[config.mk]
export PLATFORM = sky130hd
export DESIGN_NAME = alarm_tone_sequencer_flat
export DESIGN_NICKNAME = d
export VERILOG_FILES = /design/src/rtl/alarm_tone_sequencer_pkg.sv /design/src/rtl/alarm_tone_sequencer_if.sv /design/src/rtl/alarm_tone_sequencer_beat_timer.sv /design/src/rtl/alarm_tone_sequencer.sv /design/src/flat_wrapper.sv
export SDC_FILE = /design/constraint.sdc
export NUM_CORES = 1
export LEC_CHECK = 0
export CAP_MARGIN = 20
export CORE_ASPECT_RATIO = 1.75
export CORE_UTILIZATION = 45
export DETAILED_ROUTE_END_ITERATION = 6
export GPL_ROUTABILITY_DRIVEN = 0
export PLACE_DENSITY = 0.68
export SLEW_MARGIN = 0
export SYNTH_ARGS = -nofsm -noshare
export SYNTH_HDL_FRONTEND = slang
export SYNTH_SLANG_ARGS = --single-unit
[constraint.sdc]
create_clock -name clk -period 9.6 [get_ports clk]
set_input_delay 1.92 -clock clk [delete_from_list [all_inputs] [get_ports clk]]
set_output_delay 1.92 -clock clk [all_outputs]
set_load 0.03 [all_outputs]
[src/rtl/alarm_tone_sequencer_pkg.sv]
// alarm_pkg: shared states, tone table and beat-pattern constants for the alarm tone sequencer.
package alarm_pkg;
    typedef enum logic [1:0] {IDLE, RING, SNOOZE} state_e;
    localparam int unsigned DDS_SCALE = 91626;
    localparam int unsigned PATTERN_BEATS = 8;
    localparam int unsigned TONE_BEATS = 4;
    localparam logic [31:0] FREQ [4] = '{32'd1000, 32'd1500, 32'd2000, 32'd2500};
    function automatic logic [31:0] dds_incr_of(input logic [1:0] lvl);
        return FREQ[lvl] * DDS_SCALE;
    endfunction
endpackage

[src/rtl/alarm_tone_sequencer_if.sv]
// alarm_tone_sequencer_if: alarm/dismiss/snooze controls and tone-gating outputs of the sequencer.
interface alarm_tone_sequencer_if;
    logic alarm;
    logic dismiss;
    logic snooze;
    logic [31:0] dds_incr;
    logic on_l;
    logic on_r;
    logic ringing;
    logic snoozing;
    logic [1:0] level;
    modport master(output alarm, dismiss, snooze, input dds_incr, on_l, on_r, ringing, snoozing, level);
    modport slave(input alarm, dismiss, snooze, output dds_incr, on_l, on_r, ringing, snoozing, level);
endinterface

[src/rtl/alarm_tone_sequencer_beat_timer.sv]
// beat_timer: tick counter emitting a one-cycle beat pulse every TICKS_PER_BEAT cycles; clr_i restarts at tick 0.
module beat_timer #(
    parameter int unsigned TICKS_PER_BEAT = 12_500_000
) (
    input  logic clk,
    input  logic rst,
    input  logic clr_i,
    output logic beat_o
);
    localparam int unsigned TW = $clog2(TICKS_PER_BEAT + 1);
    logic [TW-1:0] tick_q, tick_d;
    assign beat_o = ~clr_i & (tick_q == TW'(TICKS_PER_BEAT - 1));
    assign tick_d = (clr_i | beat_o) ? '0 : tick_q + TW'(1);
    always_ff @(posedge clk) begin
        if (rst) tick_q <= '0;
        else tick_q <= tick_d;
    end
endmodule

[src/rtl/alarm_tone_sequencer.sv]
// alarm_tone_sequencer: stepped L/R beep pattern with pitch escalation, dismiss and bounded snooze.
// Snooze support is built only when ALARM_SNOOZE_EN is defined.
module alarm_tone_sequencer
    import alarm_pkg::*;
#(
    parameter int unsigned TICKS_PER_BEAT = 12_500_000,
    parameter int unsigned SNOOZE_BEATS = 1200,
    parameter int unsigned MAX_SNOOZE = 3
) (
    input logic clk,
    input logic rst,
    alarm_tone_sequencer_if.slave bus
);
    state_e state_q, state_d;
    logic [2:0] beat_q, beat_d;
    logic [1:0] level_q, level_d;
    logic alarm_d_q, on_l_q, on_r_q, ring_q, clr, beat, rise, ring_d, tone_d;
    logic [31:0] dds_q;
    assign rise = bus.alarm & ~alarm_d_q;
`ifdef ALARM_SNOOZE_EN
    localparam int unsigned SW = $clog2(SNOOZE_BEATS + 1);
    localparam int unsigned CW = $clog2(MAX_SNOOZE + 1);
    logic [SW-1:0] sbeat_q, sbeat_d;
    logic [CW-1:0] scnt_q, scnt_d;
    logic snz_q, snooze_ok;
    assign snooze_ok = bus.snooze & (scnt_q < CW'(MAX_SNOOZE));
    assign bus.snoozing = snz_q;
`else
    logic unused_cfg;
    assign unused_cfg = bus.snooze ^ (SNOOZE_BEATS == 0) ^ (MAX_SNOOZE == 0);
    assign bus.snoozing = 1'b0;
`endif
    beat_timer #(.TICKS_PER_BEAT(TICKS_PER_BEAT)) u_timer (.clk(clk), .rst(rst), .clr_i(clr), .beat_o(beat));
    always_comb begin
        state_d = state_q;
        beat_d = beat_q;
        level_d = level_q;
        clr = 1'b0;
`ifdef ALARM_SNOOZE_EN
        sbeat_d = sbeat_q;
        scnt_d = scnt_q;
`endif
        case (state_q)
            IDLE: begin
                clr = 1'b1;
                if (rise) begin
                    state_d = RING;
                    beat_d = '0;
                    level_d = '0;
`ifdef ALARM_SNOOZE_EN
                    scnt_d = '0;
`endif
                end
            end
            RING: begin
                if (bus.dismiss) begin
                    state_d = IDLE;
                    beat_d = '0;
                    level_d = '0;
                end
`ifdef ALARM_SNOOZE_EN
                else if (snooze_ok) begin
                    state_d = SNOOZE;
                    scnt_d = scnt_q + CW'(1);
                    sbeat_d = '0;
                    clr = 1'b1;
                end
`endif
                else if (beat) begin
                    beat_d = beat_q + 3'd1;
                    if (beat_q == 3'(PATTERN_BEATS - 1) && level_q != 2'd3) level_d = level_q + 2'd1;
                end
            end
`ifdef ALARM_SNOOZE_EN
            SNOOZE: begin
                if (bus.dismiss) begin
                    state_d = IDLE;
                    beat_d = '0;
                    level_d = '0;
                end else if (beat) begin
                    if (sbeat_q == SW'(SNOOZE_BEATS - 1)) begin
                        state_d = RING;
                        beat_d = '0;
                        level_d = '0;
                    end else sbeat_d = sbeat_q + SW'(1);
                end
            end
`endif
            default: state_d = IDLE;
        endcase
    end
    // outputs are decoded from next-state so gating changes on the same edge as the state
    assign ring_d = state_d == RING;
    assign tone_d = beat_d < 3'(TONE_BEATS);
    always_ff @(posedge clk) begin
        if (rst) begin
            state_q <= IDLE;
            beat_q <= '0;
            level_q <= '0;
            alarm_d_q <= 1'b1;
            on_l_q <= 1'b0;
            on_r_q <= 1'b0;
            ring_q <= 1'b0;
            dds_q <= dds_incr_of(2'd0);
`ifdef ALARM_SNOOZE_EN
            sbeat_q <= '0;
            scnt_q <= '0;
            snz_q <= 1'b0;
`endif
        end else begin
            state_q <= state_d;
            beat_q <= beat_d;
            level_q <= level_d;
            alarm_d_q <= bus.alarm;
            on_l_q <= ring_d & tone_d & beat_d[0];
            on_r_q <= ring_d & tone_d & ~beat_d[0];
            ring_q <= ring_d;
            dds_q <= dds_incr_of(level_d);
`ifdef ALARM_SNOOZE_EN
            sbeat_q <= sbeat_d;
            scnt_q <= scnt_d;
            snz_q <= state_d == SNOOZE;
`endif
        end
    end
    assign bus.on_l = on_l_q;
    assign bus.on_r = on_r_q;
    assign bus.ringing = ring_q;
    assign bus.level = level_q;
    assign bus.dds_incr = dds_q;
endmodule

[src/flat_wrapper.sv]
// flat-port wrapper written by rule: the top's interface ports become plain ports
module alarm_tone_sequencer_flat import alarm_pkg::*;
#(
    parameter int unsigned TICKS_PER_BEAT = 12_500_000,
    parameter int unsigned SNOOZE_BEATS = 1200,
    parameter int unsigned MAX_SNOOZE = 3
)
  (clk, rst, bus_alarm, bus_dismiss, bus_snooze, bus_dds_incr, bus_on_l, bus_on_r, bus_ringing, bus_snoozing, bus_level);
  alarm_tone_sequencer_if bus_i ();
  input logic clk;
  input logic rst;
  input wire logic [$bits(bus_i.alarm)-1:0] bus_alarm;
  input wire logic [$bits(bus_i.dismiss)-1:0] bus_dismiss;
  input wire logic [$bits(bus_i.snooze)-1:0] bus_snooze;
  output wire logic [$bits(bus_i.dds_incr)-1:0] bus_dds_incr;
  output wire logic [$bits(bus_i.on_l)-1:0] bus_on_l;
  output wire logic [$bits(bus_i.on_r)-1:0] bus_on_r;
  output wire logic [$bits(bus_i.ringing)-1:0] bus_ringing;
  output wire logic [$bits(bus_i.snoozing)-1:0] bus_snoozing;
  output wire logic [$bits(bus_i.level)-1:0] bus_level;
  assign bus_i.alarm = bus_alarm;
  assign bus_i.dismiss = bus_dismiss;
  assign bus_i.snooze = bus_snooze;
  assign bus_dds_incr = bus_i.dds_incr;
  assign bus_on_l = bus_i.on_l;
  assign bus_on_r = bus_i.on_r;
  assign bus_ringing = bus_i.ringing;
  assign bus_snoozing = bus_i.snoozing;
  assign bus_level = bus_i.level;
  alarm_tone_sequencer #(.TICKS_PER_BEAT(TICKS_PER_BEAT), .SNOOZE_BEATS(SNOOZE_BEATS), .MAX_SNOOZE(MAX_SNOOZE)) u_core (.clk(clk), .rst(rst), .bus(bus_i));
endmodule
; ---- Yosys cells after proc, flatten, opt, wreduce, memory -nomap -nowiden
; Cells that the tools add are included.
[word_totals]
output_inout_bits = 38
ff_bits = 67
inputBits = 5
word_cells = 50
[classes]
reduce_logical = 3
addsub = 3
n_eq_ne = 5
mul = 1
magnitude_cmp = 2
muxes = 16
bitwise_logic = 10
[op_table]
columns = cell, n
row1 = 32-bit binary-select mux with 2-bit select, 1
row2 = 32-bit 2-to-1 mux, 2
row3 = "32-bit by 16-bit multiplier with 31-bit output, second input constant", 1
row4 = "24-bit by 1-bit adder with 24-bit output, second input constant", 1
row5 = "24-bit == test, second input constant", 1
row6 = 2-bit 2-to-1 mux, 6
row7 = 3-bit 2-to-1 mux, 3
row8 = 2-bit one-hot mux with 2 select lines, 2
row9 = 3-bit one-hot mux with 2 select lines, 1
row10 = 1-bit bitwise AND, 5
row11 = "2-bit by 1-bit == test with 1-bit output, second input constant", 2
row12 = "3-bit by 1-bit adder with 3-bit output, second input constant", 1
row13 = "3-bit == test, second input constant", 1
row14 = "3-bit >= comparator, second input constant", 1
row15 = "3-bit < comparator, second input constant", 1
row16 = 1-bit NOT, 3
row17 = 2-bit NOT with 3-bit output, 1
row18 = "2-bit by 1-bit adder with 2-bit output, second input constant", 1
row19 = 2-bit logical NOT, 1
row20 = "2-bit != test, second input constant", 1
row21 = 2-bit OR reduction, 1
row22 = 1-bit logical AND, 1
row23 = 1-bit 2-to-1 mux, 1
row24 = 1-bit OR, 1

; ---- Logic depth before layout (Yosys ltp)
; Gate-level depths: netlist (run 1).
[logic_depth]
ltp_word = 12
mapped_depth = 20
ltp_nobuf = 20

; ---- Modules after synthesis
; A second synthesis (run 1) with hierarchy kept.
[hier_totals]
cells_unflattened = 311
hier_area_um2 = 2756.4
[by_module_without_submodules]
columns = mod, seq_area_each_um2, area_each_um2, n_inst, cells_each
row1 = alarm_tone_sequencer, 580.6, 1620.3, 1, 182
row2 = beat_timer, 480.5, 1136.1, 1, 129

; ---- Worst setup path before layout (run 1)
; OpenSTA, ideal clock, no wires.
[synth_timing]
kind = input port to flip-flop
startpoint = in bus_dismiss
endpoint = reg u_core.dds_q[28] (netlist: u_core.bus.dds_incr[28])
path_stages = 17
arrival_time_ns = 5.328
path_slack_ns = 4.150
setup_time_ns = 0.122
required_time_ns = 9.478
path_buffers = 1
path_cell_list = or4b_1 nor4_1 a32oi_1 and2_4 buf_8 ha_1 inv_1 ha_1 xor2_1 ha_1 and3_1 ha_1 or2_2 a31oi_1 nor4_1 a32oi_1 nand3_1
[synth_via]
elab_chain_cells = 7
[synth_rtl]
columns = element, line
row1 = start: declaration, flat_wrapper.sv:13  ; input wire logic [$bits(bus_i.dismiss)-1:0] bus_dismiss;
row2 = 2-bit 2-to-1 mux, alarm_tone_sequencer.sv:56  ; if (bus.dismiss) begin
row3 = 2-bit one-hot mux with 2 select lines, alarm_tone_sequencer.sv:43  ; case (state_q)
row4 = 2-bit NOT with 3-bit output (not written as such), alarm_tone_sequencer_pkg.sv:9  ; return FREQ[lvl] * DDS_SCALE;
row5 = 32-bit binary-select mux with 2-bit select, alarm_tone_sequencer_pkg.sv:9
row6 = 32-bit 2-to-1 mux (not written as such) (2 in a row), alarm_tone_sequencer_pkg.sv:9
row7 = 32-bit by 16-bit multiplier with 31-bit output, alarm_tone_sequencer_pkg.sv:9
row8 = end signal: assignment, alarm_tone_sequencer.sv:104  ; dds_q <= dds_incr_of(2'd0);
row9 = end signal: assignment, alarm_tone_sequencer.sv:118  ; dds_q <= dds_incr_of(level_d);
row10 = end: declaration, alarm_tone_sequencer.sv:18  ; logic [31:0] dds_q;
; No other way between the ends. The select of a mux whose other input is x is not followed.
; A chain may end at the register's enable or synchronous reset.

; ---- Final worst setup path (run 1)
[layout_timing]
startpoint = in bus_dismiss
endpoint = reg u_core.dds_q[28] (netlist: u_core.bus.dds_incr[28])
[layout_via]
elab_chain_cells = 7
[layout_rtl]
columns = element, line
row1 = 2-bit 2-to-1 mux, alarm_tone_sequencer.sv:56
row2 = 2-bit one-hot mux with 2 select lines, alarm_tone_sequencer.sv:43
row3 = net u_core.level_d[0], alarm_tone_sequencer.sv:16  ; logic [1:0] level_q, level_d;
row4 = 2-bit NOT with 3-bit output (not written as such), alarm_tone_sequencer_pkg.sv:9
row5 = 32-bit binary-select mux with 2-bit select, alarm_tone_sequencer_pkg.sv:9
row6 = 32-bit 2-to-1 mux (not written as such) (2 in a row), alarm_tone_sequencer_pkg.sv:9
row7 = 32-bit by 16-bit multiplier with 31-bit output, alarm_tone_sequencer_pkg.sv:9
; The timed path passes the listed nets, and every way through them passes these cells. The select of a mux whose other input is x is not followed.

==> results list, run 1 <==
- Outcome: finished clean
- Total Die Area: between 6000 and 7000 µm²
* Combined area of all synthesized cells: 2940 µm²
- Critical path launch point type: input port
- Post-cts sizing count: 0
- The detailed router used layers up to and including met4.
- Port bufs: 34
* Starting density of the core: 0.471
- Synthesis instantiated 52 different standard cells from the library.
* DR WL met3: 107 µm
* IO Pins: 43
* Number of warnings printed during yosys synthesis: 0
* Iteration-0 DRC count of the detailed router: 110
- Counting instances, the worst hold path has a depth of 1.
- After layout, the worst setup slack is 3.58 ns.
- Setup TNS: 0 ns
- At the later pin of the worst-skew pair, clock insertion delay measures 0.29 ns.
* Number of optimization iterations in the first detailed-route pass: 5
* Final non-filler cell total: ~440
* Pleak: 1.32 nW
- Horizontal die dimension: 63.1 µm
* Post-route fraction of the period consumed by the critical path: 0.627
- The initialized floorplan defines 38 standard-cell rows.
- Worst hold path endpoint: u_core.u_timer.tick_q[0]$_SDFF_PP0_
- Global-route usage over all layers: 0.178
* Critical path class: in -> reg
- The commonest cells after synthesis are 53 x sky130_fd_sc_hd__dfxtp_1, 45 x sky130_fd_sc_hd__nor2_1, 29 x sky130_fd_sc_hd__ha_1.
* TritonCTS sink count: 53
- CP bufs+invs: 2
- Die Ht: 109 µm
- Across the VDD grid, the largest voltage drop is ~0.08 mV.
* Number of diodes added for antenna fixing: 0
* Count of endpoints failing hold in the final timing report: 0
* Worst Reg-to-Reg Cells: 19
- After synthesis, the mean cell area works out to 8.69 µm².
- Largest cells by area after synthesis: sky130_fd_sc_hd__dfxtp_1 36%, sky130_fd_sc_hd__ha_1 12%, sky130_fd_sc_hd__nor2_1 5.8%, sky130_fd_sc_hd__xnor2_1 5.4%, sky130_fd_sc_hd__buf_4 3.8%
* Flop-to-flop setup slack: 4.72 ns
* Cell type contributing the most total cell area after synthesis: sky130_fd_sc_hd__dfxtp_1
- Detailed-routed wire length on met2: 3470 µm
- After layout, the minimum clock period comes to 6.02 ns.
- Maximum frequency from static timing analysis: about 0.17 GHz
- Worst relative slew slack: 0.468
- Total Power: between 0.3 and 0.4 mW
* Average wire length per cell after detail routing: roughly 13 µm
* Worst hold-check path type: reg -> reg
* Pre-CTS setup slack: 3.30 ns
- CTS built an H-tree with a depth of 2.
* Post-CTS Setup Repair Bufs: 0
- GR Overflow Total: 0
* P per Cell Area: 115 nW/µm²
- By instance count, the cell type seen most on the critical path is sky130_fd_sc_hd__ha_1.
- Counting the fill cells in the layout gives 581.
- Hold buffer count at cts: 0
- Final-layout worst hold slack: 0.463 ns
* Dominant register cell in the synthesized netlist: sky130_fd_sc_hd__dfxtp_1
* Crit path max-delay cell type: sky130_fd_sc_hd__clkdlybuf4s50_1
- Max stage delay on crit path: 0.49 ns
* DRC: 0
- Cell type group with the largest total delay on the critical path: simple AND/OR/NAND/NOR gates
* Launch point of the worst hold path: u_core.u_timer.tick_q[0]$_SDFF_PP0_
- Maximum number of buffers from clock root to sink: 2
- Worst Clk Skew: 0.00696 ns
* Startpoint of the most critical register-to-register path: u_core.bus.level[0]$_SDFF_PP0_
- At the pin with the least slew margin, the transition time is ~0.80 ns.
- Critical Path Sink Type: flop
* Final setup vio count: 0
- The total area inside the core boundary comes to 6230 µm².
* EDFF count, synth: 0
- Number of storage elements in the synthesis netlist: 53
- In the final layout, the share of cells above drive strength 1 is 0.0522.
- Most common cell in the synthesized netlist: sky130_fd_sc_hd__dfxtp_1
- R2R Path End: u_core.bus.dds_incr[28]$_SDFF_PP0_
- Clock tree synthesis selected as its root buffer the cell sky130_fd_sc_hd__clkbuf_8.
- Detailed placement ended at an HPWL of 4590 µm.
- Slew Viols, Final: 0
* Part of the Yosys area used for sequential elements: 0.361
- TritonCTS built the clock tree.
- Along the worst path, the maximum fanout reaches 9.
- M1 WL: 2110 µm
* Count of maximum capacitance violations: 0
* Antenna-violating nets left: 0
* Layout overhead on the synthesized area: 14.5%
* Critical-path cell list: clkdlybuf4s50_1, or4b_1, nor4_1, a32oi_1, and2_4, inv_4, ha_1, ha_1, ha_1, ha_1, ha_1, nand4b_1, o21ai_0, nor2_1, and3_1, mux2i_1, nand3_1
- For this run, asynchronously set or reset flops after synthesis account for 0.
- Placed insts: ~440
- Maximum number of pins on one net before global-route repair: 25
- Critical Path RT: just under 10 ns
- The routed layout has 2286 vias.
- Total CTS buffers: 5
- Number of global-route vias before repair: 2292
- Of the post-synthesis cell area, the dominant cell type holds 0.361.
* Number of antenna violations at the first check in global routing: 0
* Count of nets after finishing: around 400
* Wire length of the first global-routing pass: 9600 µm
- Clock transition at path regs: 0.09 ns
- Post-detailed-routing wire length: a little under 6000 µm
- RSZ-0062 raised after global routing: no
- Instance count of the mapped netlist: 338
* Worst EP arrival: 6.20 ns
- After detailed routing, the number of vias per cell comes to ~5.1.
==> per-layer routing <==
layer	GRT usage	vias up
met5	0	-
met4	0.108	0
met3	0.0293	14
met2	0.369	38
met1	0.152	1071
li1	-	1163
==> metrics by stage <==
stage / instance area [µm²] / util
floorplan: 2970 / -
global placement: 3250 / 0.521
detailed placement: 3250 / 0.521
CTS: 3360 / 0.540
global route: 3360 / 0.540
finish: 3360 / 0.540
==> layout make-up <==
cell class              instances  area (µm²)  area share
repair buffers                 34         340       0.101
clock buffers                   7        86.3      0.0257
clock inverters                 1        30.0     0.00893
multi-input cells             242        1640       0.488
well taps                      80         100      0.0298
flip-flops and latches         53        1060       0.316
inverters                      27         104      0.0309
==> cell families (layout without fill, tap and decap cells) <==
logic type               count (synthesis)  count (layout)  synth area share
AO/OA/AOI/OAI                           34              34            0.0775
XOR/XNOR                                27              27            0.0805
adder cells (fa/ha/maj)                 31              31             0.137
buffers and inverters                   51              69            0.0903
flip-flops                              53              53             0.361
multiplexers                             2               2           0.00682
other                                    1               9           0.00128
AND/OR/NAND/NOR                        139             139             0.245
==> power breakdown <==
part           internal (mW)  switching (mW)
logic                0.00294         0.00948
clock network         0.0850          0.0680
registers              0.221        0.000837
total                  0.309          0.0783
==> how the worst max path moves through the flow <==
| stage | start | depth (start not counted) | to | slack (ns) |
|---|---|---|---|---|
| after floorplan | bus_dismiss | 17 | u_core.bus.dds_incr[28]$_SDFF_PP0_ | 4.15 |
| after global placement | bus_dismiss | 17 | u_core.bus.dds_incr[28]$_SDFF_PP0_ | 3.32 |
| after detailed placement | bus_dismiss | 17 | u_core.bus.dds_incr[28]$_SDFF_PP0_ | 3.30 |
| after CTS | bus_dismiss | 17 | u_core.bus.dds_incr[28]$_SDFF_PP0_ | 3.61 |
| after global routing | bus_dismiss | 17 | u_core.bus.dds_incr[28]$_SDFF_PP0_ | 3.34 |
| final | bus_dismiss | 17 | u_core.bus.dds_incr[28]$_SDFF_PP0_ | 3.58 |
==> flip-flops by register name, summed over array words and instances, names as in the netlist <==
register and count:
u_core.u_timer.tick_q 24, u_core.alarm_d_q 1, u_core.bus.level 2, u_core.bus.on_l 1, u_core.bus.dds_incr 18, u_core.state_q 2, u_core.beat_q 3, u_core.bus.on_r 1
u_core.bus.ringing 1
==> layout by cell type, fill, tap and decap left out, types with 2 or more instances in the layout <==
cell type,instances
sky130_fd_sc_hd__dfxtp_1,53
sky130_fd_sc_hd__nor2_1,45
sky130_fd_sc_hd__clkdlybuf4s50_1,34
sky130_fd_sc_hd__ha_1,29
sky130_fd_sc_hd__inv_1,25
sky130_fd_sc_hd__nand2_1,25
sky130_fd_sc_hd__xnor2_1,18
sky130_fd_sc_hd__nor3_1,12
sky130_fd_sc_hd__xor2_1,9
sky130_fd_sc_hd__conb_1,9
sky130_fd_sc_hd__nand3_1,8
sky130_fd_sc_hd__a21oi_1,8
sky130_fd_sc_hd__or3_1,7
sky130_fd_sc_hd__o21ai_0,7
sky130_fd_sc_hd__nand4_1,6
sky130_fd_sc_hd__and3_1,6
sky130_fd_sc_hd__clkbuf_8,6
sky130_fd_sc_hd__nand2b_1,4
sky130_fd_sc_hd__nor2b_1,4
sky130_fd_sc_hd__or2_2,4
sky130_fd_sc_hd__a31oi_1,4
sky130_fd_sc_hd__nor4_1,3
sky130_fd_sc_hd__o21bai_1,2
sky130_fd_sc_hd__a32oi_1,2
sky130_fd_sc_hd__and2_1,2
sky130_fd_sc_hd__mux2i_1,2
sky130_fd_sc_hd__a22oi_1,2
sky130_fd_sc_hd__a211oi_1,2
sky130_fd_sc_hd__nand4b_1,2
sky130_fd_sc_hd__a221oi_1,2
sky130_fd_sc_hd__fa_1,2
(Power assumes the default switching activity.)
==> run 2, diff against run 1 <==
--- a/config.mk
+++ b/config.mk
@@ -10,7 +10,7 @@
 export CORE_UTILIZATION = 45
 export DETAILED_ROUTE_END_ITERATION = 6
 export GPL_ROUTABILITY_DRIVEN = 0
-export PLACE_DENSITY = 0.68
+export PLACE_DENSITY = 0.71
 export SLEW_MARGIN = 0
 export SYNTH_ARGS = -nofsm -noshare
 export SYNTH_HDL_FRONTEND = slang
==> constraint.sdc (replaced) <==
create_clock -name clk -period 5.25 [get_ports clk]
set_input_delay 1.05 -clock clk [delete_from_list [all_inputs] [get_ports clk]]
set_output_delay 1.05 -clock clk [all_outputs]
set_load 0.03 [all_outputs]
==> results list, run 2 (synthesis results as in run 1) <==
- Total CTS buffers: 5
- Final setup vio count: 0
- The detailed router finished its first iteration with 105 violations.
- In this run, placement finished with an instance count of between 400 and 500.
- Of the total power, combinational logic draws 0.035.
* Number of diodes added for antenna fixing: 0
- Final design area excluding fillers: 3460 µm²
- The longest clock path from root to sink contains 2 buffers.
* Cell row count: 38
* Switching share of power: 0.219
- In this run the post-CTS setup repair buffer count came out at 0.
- In the finished design, the share of the clock period the worst path needs comes to 0.930.
- For the worst-skew pair, the clock arrives at the later sink with an insertion delay of 0.31 ns.
- For this run, the slowest stage of the critical path takes roughly 0.49 ns.
- Sequential power share: 0.597
- The H-tree was split into 2 levels.
- Critical Path Sink Type: flop
- The internal portion of the total power is 0.530 mW.
- R2R Path End: u_core.bus.dds_incr[30]$_SDFF_PP0_
- Maximum frequency from static timing analysis: approximately 0.20 GHz
- Slew Viols, Final: 0
- Counting stages on the worst path, the most repeated cell is sky130_fd_sc_hd__ha_1.
* Worst Reg-to-Reg Cells: 18
* Number of optimization iterations in the first detailed-route pass: 4
* Count of maximum capacitance violations: 0
* Pleak: approximately 1.4 nW
- The library cell used most frequently in the layout, excluding fill and tap cells, is sky130_fd_sc_hd__dfxtp_1.
* Port bufs: 34
* Count of endpoints failing hold in the final timing report: 0
- RSZ-0062 raised after global routing: no
- Detailed placement finished with a half-perimeter wire length of between 4000 and 5000 µm.
* Post-cts sizing count: 0
* Source of the critical timing path: bus_dismiss
- Post-detailed-routing wire length: 5950 µm
- Total Die Area: 6870 µm²
- Final non-filler cell total: 459
- The worst setup path is of the in -> reg kind.
- Starting density of the core: 0.471
* TritonCTS sink count: 53
- The via count of the first global-routing pass was 2294.
- Net switching power of the design: approximately 0.15 mW
* Average wire length per cell after detail routing: about 13 µm
- Die Ht: 109 µm
- After clock tree synthesis, the clock-pin slew on the worst setup and hold paths is ~0.090 ns.
- After detailed routing, the number of vias per cell comes to 5.11.
* IO Pins: 43
- GR Overflow Total: 0
* Startpoint of the most critical register-to-register path: u_core.bus.level[0]$_SDFF_PP0_
* Layout overhead on the synthesized area: 17.8%
- The core region is 6230 µm².
- CP bufs+invs: 3
- At the pin with the least slew margin, the transition time is approximately 0.8 ns.
- Critical-path cell list: clkdlybuf4s50_1, or4b_1, nor4_1, a32oi_1, and2_4, ha_1, inv_1, buf_4, xnor2_1, nor2_1, ha_1, ha_1, nand4b_1, a311oi_1, o21ai_0, a221oi_1
* Worst hold path endpoint: u_core.u_timer.tick_q[0]$_SDFF_PP0_
- The number of antenna violations at the first check in global routing came to 0.
* Crit path max-delay cell type: sky130_fd_sc_hd__or4b_1
- Global-route usage over all layers: 0.189
- Flop-to-flop setup slack: approximately 0.96 ns
- STA classifies the critical path startpoint as an input port.
- Final Critical Period: 4.88 ns
- Max rail drop VDD: 0.167 mV
- In this run the remaining antenna-violating nets after routing total 0.
- Entering global routing, the biggest net connects 25 pins.
* Fraction of final layout cells with drive strength greater than 1: 0.0923
- Worst EP arrival: 5.10 ns
- Worst hold-check path type: reg -> reg
- Data on the critical path is required at its endpoint by 5.47 ns.
* Number of cells traversed by the worst hold path: 1
- Worst relative slew slack: 0.479
* P per Cell Area: between 150 and 200 nW/µm²
- Of all nets on the critical path, the largest fanout is 4.
- The multi-input combinational cells in the finished layout cover a total of between 1500 and 2000 µm².
* Fill cell count: 558
- In this run the clock root is driven by a sky130_fd_sc_hd__clkbuf_8.
* Cell area after placement: 3360 µm²
* DRC: 0
- The detailed router placed between 2k and 2.5k vias in this run.
- Area of all sequential standard cells: 1060 µm²
* Most frequent cells in the layout: 53 x sky130_fd_sc_hd__dfxtp_1, 45 x sky130_fd_sc_hd__nor2_1, 34 x sky130_fd_sc_hd__clkdlybuf4s50_1, 29 x sky130_fd_sc_hd__ha_1
- Setup TNS: 0 ns
- The worst hold path begins at u_core.u_timer.tick_q[0]$_SDFF_PP0_.
- At the end of the flow, the number of nets in the layout was 414.
* Clk pwr share: 0.367
* TritonCTS clock tree: yes
- In this run, post-CTS hold repair placed 0 buffers.
- Register with the most flip-flops: u_core.u_timer.tick_q
- Wire length of the first global-routing pass: 10100 µm
* Worst Clk Skew: approximately 0.012 ns
- The run finished with clean final reports.
* Largest register FFs: 24
- Cell type group with the largest total delay on the critical path: simple AND/OR/NAND/NOR gates
- The floorplan step set the die width to 63.1 µm.
run 2: cell types whose count changed in the layout (fill, tap and decap cells not counted):
| cell | delta |
|---|---|
| sky130_fd_sc_hd__buf_4 | +15 |
| sky130_fd_sc_hd__bufinv_16 | -1 |
| sky130_fd_sc_hd__clkbuf_1 | -1 |
| sky130_fd_sc_hd__clkbuf_8 | +1 |
| sky130_fd_sc_hd__clkinv_2 | +1 |
run 2: through the flow:
stage	worst slack, ns	utilization	hold WS [ns]	total power, mW
2_1_floorplan	0.670	-	0.418	0.436
3_3_place_gp	0.175	0.539	0.432	0.438
3_5_place_dp	0.110	0.539	0.445	0.439
4_1_cts	0.439	0.555	0.461	0.688
5_1_grt	0.0948	0.555	0.490	0.702
6_report	0.367	0.555	0.462	0.678
run 2: worst max-delay path by stage:
stage,cells after the start,endpoint
6_report,16,u_core.bus.dds_incr[30]$_SDFF_PP0_
4_1_cts,16,u_core.bus.dds_incr[30]$_SDFF_PP0_
3_3_place_gp,17,u_core.bus.dds_incr[28]$_SDFF_PP0_
2_1_floorplan,17,u_core.bus.dds_incr[28]$_SDFF_PP0_
3_5_place_dp,16,u_core.bus.dds_incr[30]$_SDFF_PP0_
5_1_grt,16,u_core.bus.dds_incr[30]$_SDFF_PP0_
run 2: metal layers:
layer	vias to the layer above	wire (µm)	share of wire	track usage
li1	1186	-	-	-
met1	1098	2270	0.38	0.178
met2	52	3360	0.56	0.379
met3	10	165	0.028	0.0272
met4	0	150	0.025	0.103
met5	-	0	0	0
run 2: final cells by class:
cell class                      count  share of cell area
Timing Repair Buffer               49               0.131
Tap cell                           80              0.0289
Clock inverter                      1             0.00145
Clock buffer                        7              0.0278
Inverter                           27              0.0300
Multi-Input combinational cell    242               0.474
Sequential cell                    53               0.307
run 2: power groups by stage:
stage          logic, mW  clock network [mW]  registers (mW)
2_1_floorplan     0.0206                   0           0.415
3_3_place_gp      0.0238                   0           0.415
3_5_place_dp      0.0240                   0           0.415
4_1_cts           0.0241               0.258           0.405
5_1_grt           0.0260               0.270           0.406
6_report          0.0240               0.249           0.405
